[src/rtl/mips_ctrl_pkg.sv]
// ---------------------------------------------------------------------------
// mips_ctrl_pkg
// Shared definitions for the multicycle MIPS main control FSM:
//   - opcode constants (instruction[31:26])
//   - FSM state encoding (4-bit, FETCH = 0 upward)
//   - ALUOp codes consumed by the downstream ALU decoder
//   - ALUSrcB and PCSrc select constants
//   - packed control-vector layout shared by the decoder and the top level
//   - decode_target(): DECODE-state dispatch by opcode
// Optional feature macro: BNE_EN (adds bne support to the dispatch).
// ---------------------------------------------------------------------------
package mips_ctrl_pkg;

  // Opcodes
  localparam logic [5:0] OP_RTYPE = 6'b000000;
  localparam logic [5:0] OP_J     = 6'b000010;
  localparam logic [5:0] OP_BEQ   = 6'b000100;
  localparam logic [5:0] OP_BNE   = 6'b000101;
  localparam logic [5:0] OP_ADDI  = 6'b001000;
  localparam logic [5:0] OP_ORI   = 6'b001101;
  localparam logic [5:0] OP_LW    = 6'b100011;
  localparam logic [5:0] OP_SW    = 6'b101011;

  // FSM states
  typedef enum logic [3:0] {
    S_FETCH   = 4'd0,
    S_DECODE  = 4'd1,
    S_MEMADR  = 4'd2,
    S_MEMRD   = 4'd3,
    S_MEMWB   = 4'd4,
    S_MEMWR   = 4'd5,
    S_EXECUTE = 4'd6,
    S_ALUWB   = 4'd7,
    S_ADDIEX  = 4'd8,
    S_ORIEX   = 4'd9,
    S_IWB     = 4'd10,
    S_BRANCH  = 4'd11,
    S_JUMP    = 4'd12
  } state_t;

  // ALUOp codes
  localparam logic [2:0] ALUOP_ADD   = 3'b000;
  localparam logic [2:0] ALUOP_BEQ   = 3'b001;
  localparam logic [2:0] ALUOP_FUNCT = 3'b010;
  localparam logic [2:0] ALUOP_ORI   = 3'b011;
  localparam logic [2:0] ALUOP_SUB   = 3'b100;

  // ALUSrcB selects
  localparam logic [1:0] SRCB_B      = 2'b00;
  localparam logic [1:0] SRCB_FOUR   = 2'b01;
  localparam logic [1:0] SRCB_IMM    = 2'b10;
  localparam logic [1:0] SRCB_IMM_SH = 2'b11;

  // PCSrc selects
  localparam logic [1:0] PCSRC_ALU    = 2'b00;
  localparam logic [1:0] PCSRC_ALUOUT = 2'b01;
  localparam logic [1:0] PCSRC_JUMP   = 2'b10;

  // Control vector, MSB first
  typedef struct packed {
    logic       iord;
    logic       mem_write;
    logic       ir_write;
    logic       reg_dst;
    logic       mem_to_reg;
    logic       reg_write;
    logic       alu_src_a;
    logic [1:0] alu_src_b;
    logic [2:0] alu_op;
    logic [1:0] pc_src;
    logic       pc_write;
    logic       branch;
    logic       branch_ne;
    logic       illegal_op;
  } ctrl_t;

  localparam int CTRL_W = $bits(ctrl_t);

  // Dispatch target out of DECODE. S_FETCH doubles as the "unsupported
  // opcode" marker because no legal opcode returns straight to FETCH.
  function automatic state_t decode_target(input logic [5:0] op);
    state_t tgt;
    case (op)
      OP_LW, OP_SW: tgt = S_MEMADR;
      OP_RTYPE:     tgt = S_EXECUTE;
      OP_BEQ:       tgt = S_BRANCH;
      OP_ADDI:      tgt = S_ADDIEX;
      OP_ORI:       tgt = S_ORIEX;
      OP_J:         tgt = S_JUMP;
`ifdef BNE_EN
      OP_BNE:       tgt = S_BRANCH;
`endif
      default:      tgt = S_FETCH;
    endcase
    return tgt;
  endfunction

endpackage

[src/rtl/ctrl_output_decode.sv]
// ---------------------------------------------------------------------------
// ctrl_output_decode
// Combinational mapping from FSM state (plus opcode and mem_ready) to the
// datapath control vector. Any field not set by a state stays 0.
// Ports:
//   state_i     in  4            current FSM state (mips_ctrl_pkg::state_t)
//   opcode_i    in  6            instruction opcode from the IR
//   mem_ready_i in  1            memory handshake (only matters in FETCH)
//   ctrl_o      out CTRL_W       packed mips_ctrl_pkg::ctrl_t
// Optional feature macro: BNE_EN (bne variant of the BRANCH state).
// ---------------------------------------------------------------------------
module ctrl_output_decode
  import mips_ctrl_pkg::*;
(
  input  logic [3:0]        state_i,
  input  logic [5:0]        opcode_i,
  input  logic              mem_ready_i,
  output logic [CTRL_W-1:0] ctrl_o
);

  state_t state_s;
  ctrl_t  ctrl_s;

  assign state_s = state_t'(state_i);
  assign ctrl_o  = ctrl_s;

  // Per-state control vector; all fields default to 0 / ALUOp add.
  always_comb begin
    ctrl_s = '0;
    case (state_s)
      S_FETCH: begin
        ctrl_s.iord      = 1'b0;
        ctrl_s.alu_src_a = 1'b0;
        ctrl_s.alu_src_b = SRCB_FOUR;
        ctrl_s.alu_op    = ALUOP_ADD;
        ctrl_s.pc_src    = PCSRC_ALU;
        // IR and PC only load once the read has actually completed.
        ctrl_s.ir_write  = mem_ready_i;
        ctrl_s.pc_write  = mem_ready_i;
      end
      S_DECODE: begin
        ctrl_s.alu_src_a  = 1'b0;
        ctrl_s.alu_src_b  = SRCB_IMM_SH;
        ctrl_s.alu_op     = ALUOP_ADD;
        ctrl_s.illegal_op = (decode_target(opcode_i) == S_FETCH);
      end
      S_MEMADR, S_ADDIEX: begin
        ctrl_s.alu_src_a = 1'b1;
        ctrl_s.alu_src_b = SRCB_IMM;
        ctrl_s.alu_op    = ALUOP_ADD;
      end
      S_ORIEX: begin
        ctrl_s.alu_src_a = 1'b1;
        ctrl_s.alu_src_b = SRCB_IMM;
        ctrl_s.alu_op    = ALUOP_ORI;
      end
      S_MEMRD: begin
        ctrl_s.iord = 1'b1;
      end
      S_MEMWB: begin
        ctrl_s.reg_dst    = 1'b0;
        ctrl_s.mem_to_reg = 1'b1;
        ctrl_s.reg_write  = 1'b1;
      end
      S_MEMWR: begin
        ctrl_s.iord      = 1'b1;
        ctrl_s.mem_write = 1'b1;
      end
      S_EXECUTE: begin
        ctrl_s.alu_src_a = 1'b1;
        ctrl_s.alu_src_b = SRCB_B;
        ctrl_s.alu_op    = ALUOP_FUNCT;
      end
      S_ALUWB: begin
        ctrl_s.reg_dst    = 1'b1;
        ctrl_s.mem_to_reg = 1'b0;
        ctrl_s.reg_write  = 1'b1;
      end
      S_IWB: begin
        ctrl_s.reg_dst    = 1'b0;
        ctrl_s.mem_to_reg = 1'b0;
        ctrl_s.reg_write  = 1'b1;
      end
      S_BRANCH: begin
        ctrl_s.alu_src_a = 1'b1;
        ctrl_s.alu_src_b = SRCB_B;
        ctrl_s.pc_src    = PCSRC_ALUOUT;
`ifdef BNE_EN
        if (opcode_i == OP_BNE) begin
          ctrl_s.alu_op    = ALUOP_SUB;
          ctrl_s.branch_ne = 1'b1;
        end else begin
          ctrl_s.alu_op = ALUOP_BEQ;
          ctrl_s.branch = 1'b1;
        end
`else
        ctrl_s.alu_op = ALUOP_BEQ;
        ctrl_s.branch = 1'b1;
`endif
      end
      S_JUMP: begin
        ctrl_s.pc_src   = PCSRC_JUMP;
        ctrl_s.pc_write = 1'b1;
      end
      default: begin
        ctrl_s = '0;
      end
    endcase
  end

endmodule

[src/rtl/multicycle_control.sv]
// ---------------------------------------------------------------------------
// multicycle_control
// Main control FSM of the multicycle MIPS datapath. Holds the state register
// and next-state logic; the Moore output decode lives in ctrl_output_decode.
// Ports:
//   clk, reset (async, active-high -> FETCH)
//   opcode[5:0], mem_ready                       inputs
//   IorD, MemWrite, IRWrite, RegDst, MemtoReg, RegWrite, ALUSrcA,
//   ALUSrcB[1:0], ALUOp[2:0], PCSrc[1:0], PCWrite, Branch, BranchNe,
//   illegal_op                                   control outputs
// Optional feature macro: BNE_EN (bne decodes to BRANCH, drives BranchNe);
// without it bne is illegal and BranchNe stays 0.
// ---------------------------------------------------------------------------
module multicycle_control
  import mips_ctrl_pkg::*;
(
  input  logic       clk,
  input  logic       reset,
  input  logic [5:0] opcode,
  input  logic       mem_ready,
  output logic       IorD,
  output logic       MemWrite,
  output logic       IRWrite,
  output logic       RegDst,
  output logic       MemtoReg,
  output logic       RegWrite,
  output logic       ALUSrcA,
  output logic [1:0] ALUSrcB,
  output logic [2:0] ALUOp,
  output logic [1:0] PCSrc,
  output logic       PCWrite,
  output logic       Branch,
  output logic       BranchNe,
  output logic       illegal_op
);

  state_t            state_q;
  state_t            state_d;
  logic [CTRL_W-1:0] ctrl_vec_s;
  ctrl_t             ctrl_s;

  // State register; reset aborts any instruction in flight.
  always_ff @(posedge clk or posedge reset) begin
    if (reset) begin
      state_q <= S_FETCH;
    end else begin
      state_q <= state_d;
    end
  end

  // Next-state logic; mem_ready only matters in FETCH, MEMRD and MEMWR.
  always_comb begin
    state_d = state_q;
    case (state_q)
      S_FETCH: begin
        if (mem_ready) begin
          state_d = S_DECODE;
        end else begin
          state_d = S_FETCH;
        end
      end
      S_DECODE: begin
        state_d = decode_target(opcode);
      end
      S_MEMADR: begin
        // Only lw/sw reach MEMADR, so anything but sw is a load.
        if (opcode == OP_SW) begin
          state_d = S_MEMWR;
        end else begin
          state_d = S_MEMRD;
        end
      end
      S_MEMRD: begin
        if (mem_ready) begin
          state_d = S_MEMWB;
        end else begin
          state_d = S_MEMRD;
        end
      end
      S_MEMWR: begin
        if (mem_ready) begin
          state_d = S_FETCH;
        end else begin
          state_d = S_MEMWR;
        end
      end
      S_EXECUTE:          state_d = S_ALUWB;
      S_ADDIEX, S_ORIEX:  state_d = S_IWB;
      S_MEMWB, S_ALUWB,
      S_IWB, S_BRANCH,
      S_JUMP:             state_d = S_FETCH;
      default:            state_d = S_FETCH;
    endcase
  end

  ctrl_output_decode u_decode (
    .state_i     (state_q),
    .opcode_i    (opcode),
    .mem_ready_i (mem_ready),
    .ctrl_o      (ctrl_vec_s)
  );

  assign ctrl_s = ctrl_t'(ctrl_vec_s);

  // Mux selects pass straight through (state is already FETCH during reset).
  assign IorD     = ctrl_s.iord;
  assign RegDst   = ctrl_s.reg_dst;
  assign MemtoReg = ctrl_s.mem_to_reg;
  assign ALUSrcA  = ctrl_s.alu_src_a;
  assign ALUSrcB  = ctrl_s.alu_src_b;
  assign ALUOp    = ctrl_s.alu_op;
  assign PCSrc    = ctrl_s.pc_src;

  // Write enables are blocked while reset is held, even though FETCH with
  // mem_ready=1 would otherwise assert IRWrite/PCWrite.
  assign MemWrite   = ctrl_s.mem_write  & ~reset;
  assign IRWrite    = ctrl_s.ir_write   & ~reset;
  assign RegWrite   = ctrl_s.reg_write  & ~reset;
  assign PCWrite    = ctrl_s.pc_write   & ~reset;
  assign Branch     = ctrl_s.branch     & ~reset;
  assign BranchNe   = ctrl_s.branch_ne  & ~reset;
  assign illegal_op = ctrl_s.illegal_op & ~reset;

endmodule
[config.mk]
export PLATFORM = sky130hd
export DESIGN_NAME = multicycle_control
export DESIGN_NICKNAME = d
export VERILOG_FILES = /design/src/rtl/mips_ctrl_pkg.sv /design/src/rtl/ctrl_output_decode.sv /design/src/rtl/multicycle_control.sv
export SDC_FILE = /design/constraint.sdc
export NUM_CORES = 1
export LEC_CHECK = 0
export BUFFER_PORTS_ARGS = -buffer_cell sky130_fd_sc_hd__buf_2
export CORE_MARGIN = 3
export CORE_UTILIZATION = 41
export DETAILED_ROUTE_END_ITERATION = 6
export PLACE_DENSITY_LB_ADDON = 0.05
export SYNTH_ARGS = -nofsm -noshare
export SYNTH_HDL_FRONTEND = slang
export SYNTH_SLANG_ARGS = --single-unit
[constraint.sdc]
create_clock -name clk -period 4 [get_ports clk]
set_input_delay 0 -clock clk [delete_from_list [all_inputs] [get_ports clk]]
set_output_delay 0 -clock clk [all_outputs]
set_load 0.005 [all_outputs]
==> impl_metrics.tcl <==
set metrics [dict create \
    critPathTopFamily "simple AND/OR/NAND/NOR gates" \
    yosys_register_bits 4 \
    worstPathMaxFanout 20 \
    drive_gt1_frac 0.3069 \
    finalNonFillerCells 116 \
    clkLatencyLatePin_ns 0.23 \
    max_clock_freq_ghz 0.5244 \
    finalSetupTns_ns 0 \
    clockPowerShare 0.142 \
    dieHeight_um 43.87 \
    crit_required_ns 4.00 \
    final_max_slew_viol_count 0 \
    critPathArrivalTime_ns 1.91 \
    yosysWarnings 0 \
    comb_power_share 0.557 \
    finish.net_count 112 \
    cts.sinks 4 \
    multi_input_area_um2 427.9 \
    synth_largest_area_cell "dfrtp_1" \
    ys_async_sr_fraction 1.000 \
    regArea_um2 100.1 \
    synth_top_area_share 0.1702 \
    p_switching_uw 163.6 \
    p_per_area_nw_per_um2 495.4 \
    ant_nets 0 \
    max_slew.worst_pin.slew_ns 0.6084 \
    drc 0 \
    io_buffers 24 \
    slowest_delay_ns 0.67 \
    antenna_found_initial 0 \
    die_w_um 43.87 \
    fin_skew_ns 0.001173 \
    hpwl_um 1028 \
    synth-edff-count 0 \
    p_sw_frac 0.4673 \
    clkTransAtPathRegs_ns 0.04 \
    clk_path_buf_depth 2 \
    p_seq_frac 0.300 \
    first_pass_iters 4 \
    yosysMostFrequentCell "nor2_1" \
    htreeDepth 1 \
    final-setup-viol-count 0 \
    grt_pass1_wl_um 2380 \
    hold_class "input pin to register" \
    r2r_slack_ns 2.23 \
    synthFlopType "dfrtp_1" \
    cp-start-kind "register" \
    syn_inst 82 \
    routedWlPerCell_um 12.33 \
    rsz0062_at_grt "no" \
    fillers 137 \
    ys_seq_area_frac 0.1702 \
    ir_drop_uv 182.3 \
    synth_area_leaders "dfrtp_1 (17%), nand2b_1 (7.4%), nor3_1 (6.8%)" \
    wl_um 1430 \
    numCtsBuffers 3 \
    syn-cell-area_um2 588.1 \
    pin_count 27 \
    clockRootBuffer "clkbuf_4" \
    min_period_ns 1.907 \
    synth_area_per_cell_um2 7.172 \
    overflow 0 \
    cts_tree "built" \
    cp_cell_sequence "or4b_4, nor4b_2, buf_2" \
    start_util 0.4463 \
    endpoint_kind "primary output" \
    path_buf_inv 1 \
    p_int_uw 186.6 \
    grt_pass1_vias 533 \
    slowest_stage "or4b_4" \
    utilization 0.5366 \
    track_usage 0.1551 \
    finalHoldWorstSlack_ns 0.03670 \
    max_slew_margin 0.5944 \
    drtIter0Drc 9 \
    netlist-cell-type-count 36 \
    gp_congestion 0.7301 \
    run_status "finished clean" \
    row_count 13 \
    largest_reg_flops 4 \
    criticalPathCategory "register to primary output" \
    place_inst 112 \
    ys_top_cells_by_count "nor2_1 (9), nor3_1 (8), nand2b_1 (7)" \
    vias 647 \
    top_regs "state_q (4)" \
    grt_max_degree 21 \
    dieArea_um2 1925 \
    postCtsResizedCells 0 \
    power_uw 350.2 \
    hold_violations 0 \
    p_leak_uw 0.0003197 \
    cap_violations 0 \
    area_delta_synth_final_pct 20.21 \
    design.core.area_um2 1318 \
    period_share 0.4767 \
    vias_per_cell 5.578 \
    regMostFlops "state_q" \
    diodes 0 \
]
==> timing repair <==
| item | in CTS | in global routing |
|---|---|---|
| hold buffers | 1 | 0 |
| endpoints found under the hold margin | 4 | 0 |
| buffers inserted | 0 | 0 |
==> cell type report <==
| cell class | instances | share of cell area |
|---|---|---|
| multi-input cells | 67 | 0.6053 |
| clock buffers | 3 | 0.03186 |
| well taps | 15 | 0.02655 |
| flip-flops and latches | 4 | 0.1416 |
| inverters | 2 | 0.01062 |
| repair buffers | 25 | 0.1841 |
==> final timing paths <==
check                            from         end  cells after the start
max in group asynchronous       reset  state_q[0]                      3
setup reg to reg           state_q[1]  state_q[0]                      4
min in group asynchronous       reset  state_q[1]                      3
hold / removal              mem_ready  state_q[0]                      2
hold reg to reg            state_q[3]  state_q[0]                      2
setup / recovery           state_q[1]  illegal_op                      3
==> per-layer routing <==
| layer | track usage | vias to the layer above | wire, um |
|---|---|---|---|
| met5 | 0 | - | 0 |
| met4 | 0.05422 | 0 | 16 |
| li1 | - | 336 | - |
| met3 | 0.004149 | 2 | 77 |
| met2 | 0.2326 | 18 | 630 |
| met1 | 0.2350 | 291 | 706 |
==> placed cells by master (no fill, tap or decap) <==
| cell | synthesis | layout |
|---|---|---|
| buf_2 | 2 | 24 |
| nor2_1 | 9 | 9 |
| nor3_1 | 8 | 8 |
| nand2b_1 | 7 | 7 |
| nand2_1 | 5 | 5 |
| o21ai_0 | 5 | 5 |
| dfrtp_1 | 4 | 4 |
| xnor2_1 | 3 | 3 |
| nand4b_1 | 3 | 3 |
| clkbuf_4 | 0 | 3 |
| o22ai_1 | 2 | 2 |
| inv_1 | 2 | 2 |
| nor2b_1 | 2 | 2 |
| nand3_1 | 2 | 2 |
| a21oi_1 | 2 | 2 |
| conb_1 | 1 | 2 |
| nor3b_1 | 1 | 1 |
| or4b_4 | 1 | 1 |
| nor3_4 | 1 | 1 |
| or3b_2 | 1 | 1 |
| a31oi_1 | 1 | 1 |
| a221o_1 | 1 | 1 |
| and4b_1 | 1 | 1 |
| or4_1 | 1 | 1 |
| xor2_1 | 1 | 1 |
| a21o_1 | 1 | 1 |
| o311ai_1 | 1 | 1 |
| nor4b_1 | 1 | 1 |
| o31ai_1 | 1 | 1 |
| nor4b_2 | 1 | 1 |
| nor4_1 | 1 | 1 |
| mux2i_1 | 1 | 1 |
| a2111oi_0 | 1 | 1 |
| dlygate4sd3_1 | 0 | 1 |
==> worst register-to-register path: cells and delay by family (launching register included) <==
family / cells / cell delay [ns]
DFF: 1 / 0.59
and+or+nand+nor: 3 / 0.98
AOI/OAI and AO/OA: 1 / 0.10
==> kinds of logic after synthesis <==
group           synth area share
compound gates            0.1638
xor+xnor                 0.05959
buf+inv                   0.1085
flops                     0.1702
mux                      0.01702
other cells             0.006377
simple gates              0.4745
==> power by group through the flow <==
| stage | registers (uW) | logic, uW | clock network, uW |
|---|---|---|---|
| 3_3_place_gp | 106 | 194 | 0 |
| 5_1_grt | 112 | 223 | 53.6 |
| 3_5_place_dp | 105 | 195 | 0 |
| 2_1_floorplan | 62.5 | 185 | 0 |
| 6_report | 105 | 195 | 49.9 |
| 4_1_cts | 105 | 197 | 52.1 |
==> stage by stage <==
stage	setup WS, ns	instance area (um^2)
3_5_place_dp	2.238	674.4
5_1_grt	2.031	706.9
2_1_floorplan	2.538	591.8
3_3_place_gp	2.250	674.4
6_report	2.093	706.9
4_1_cts	2.082	706.9
Note: power is estimated with default switching activity, not from simulation.
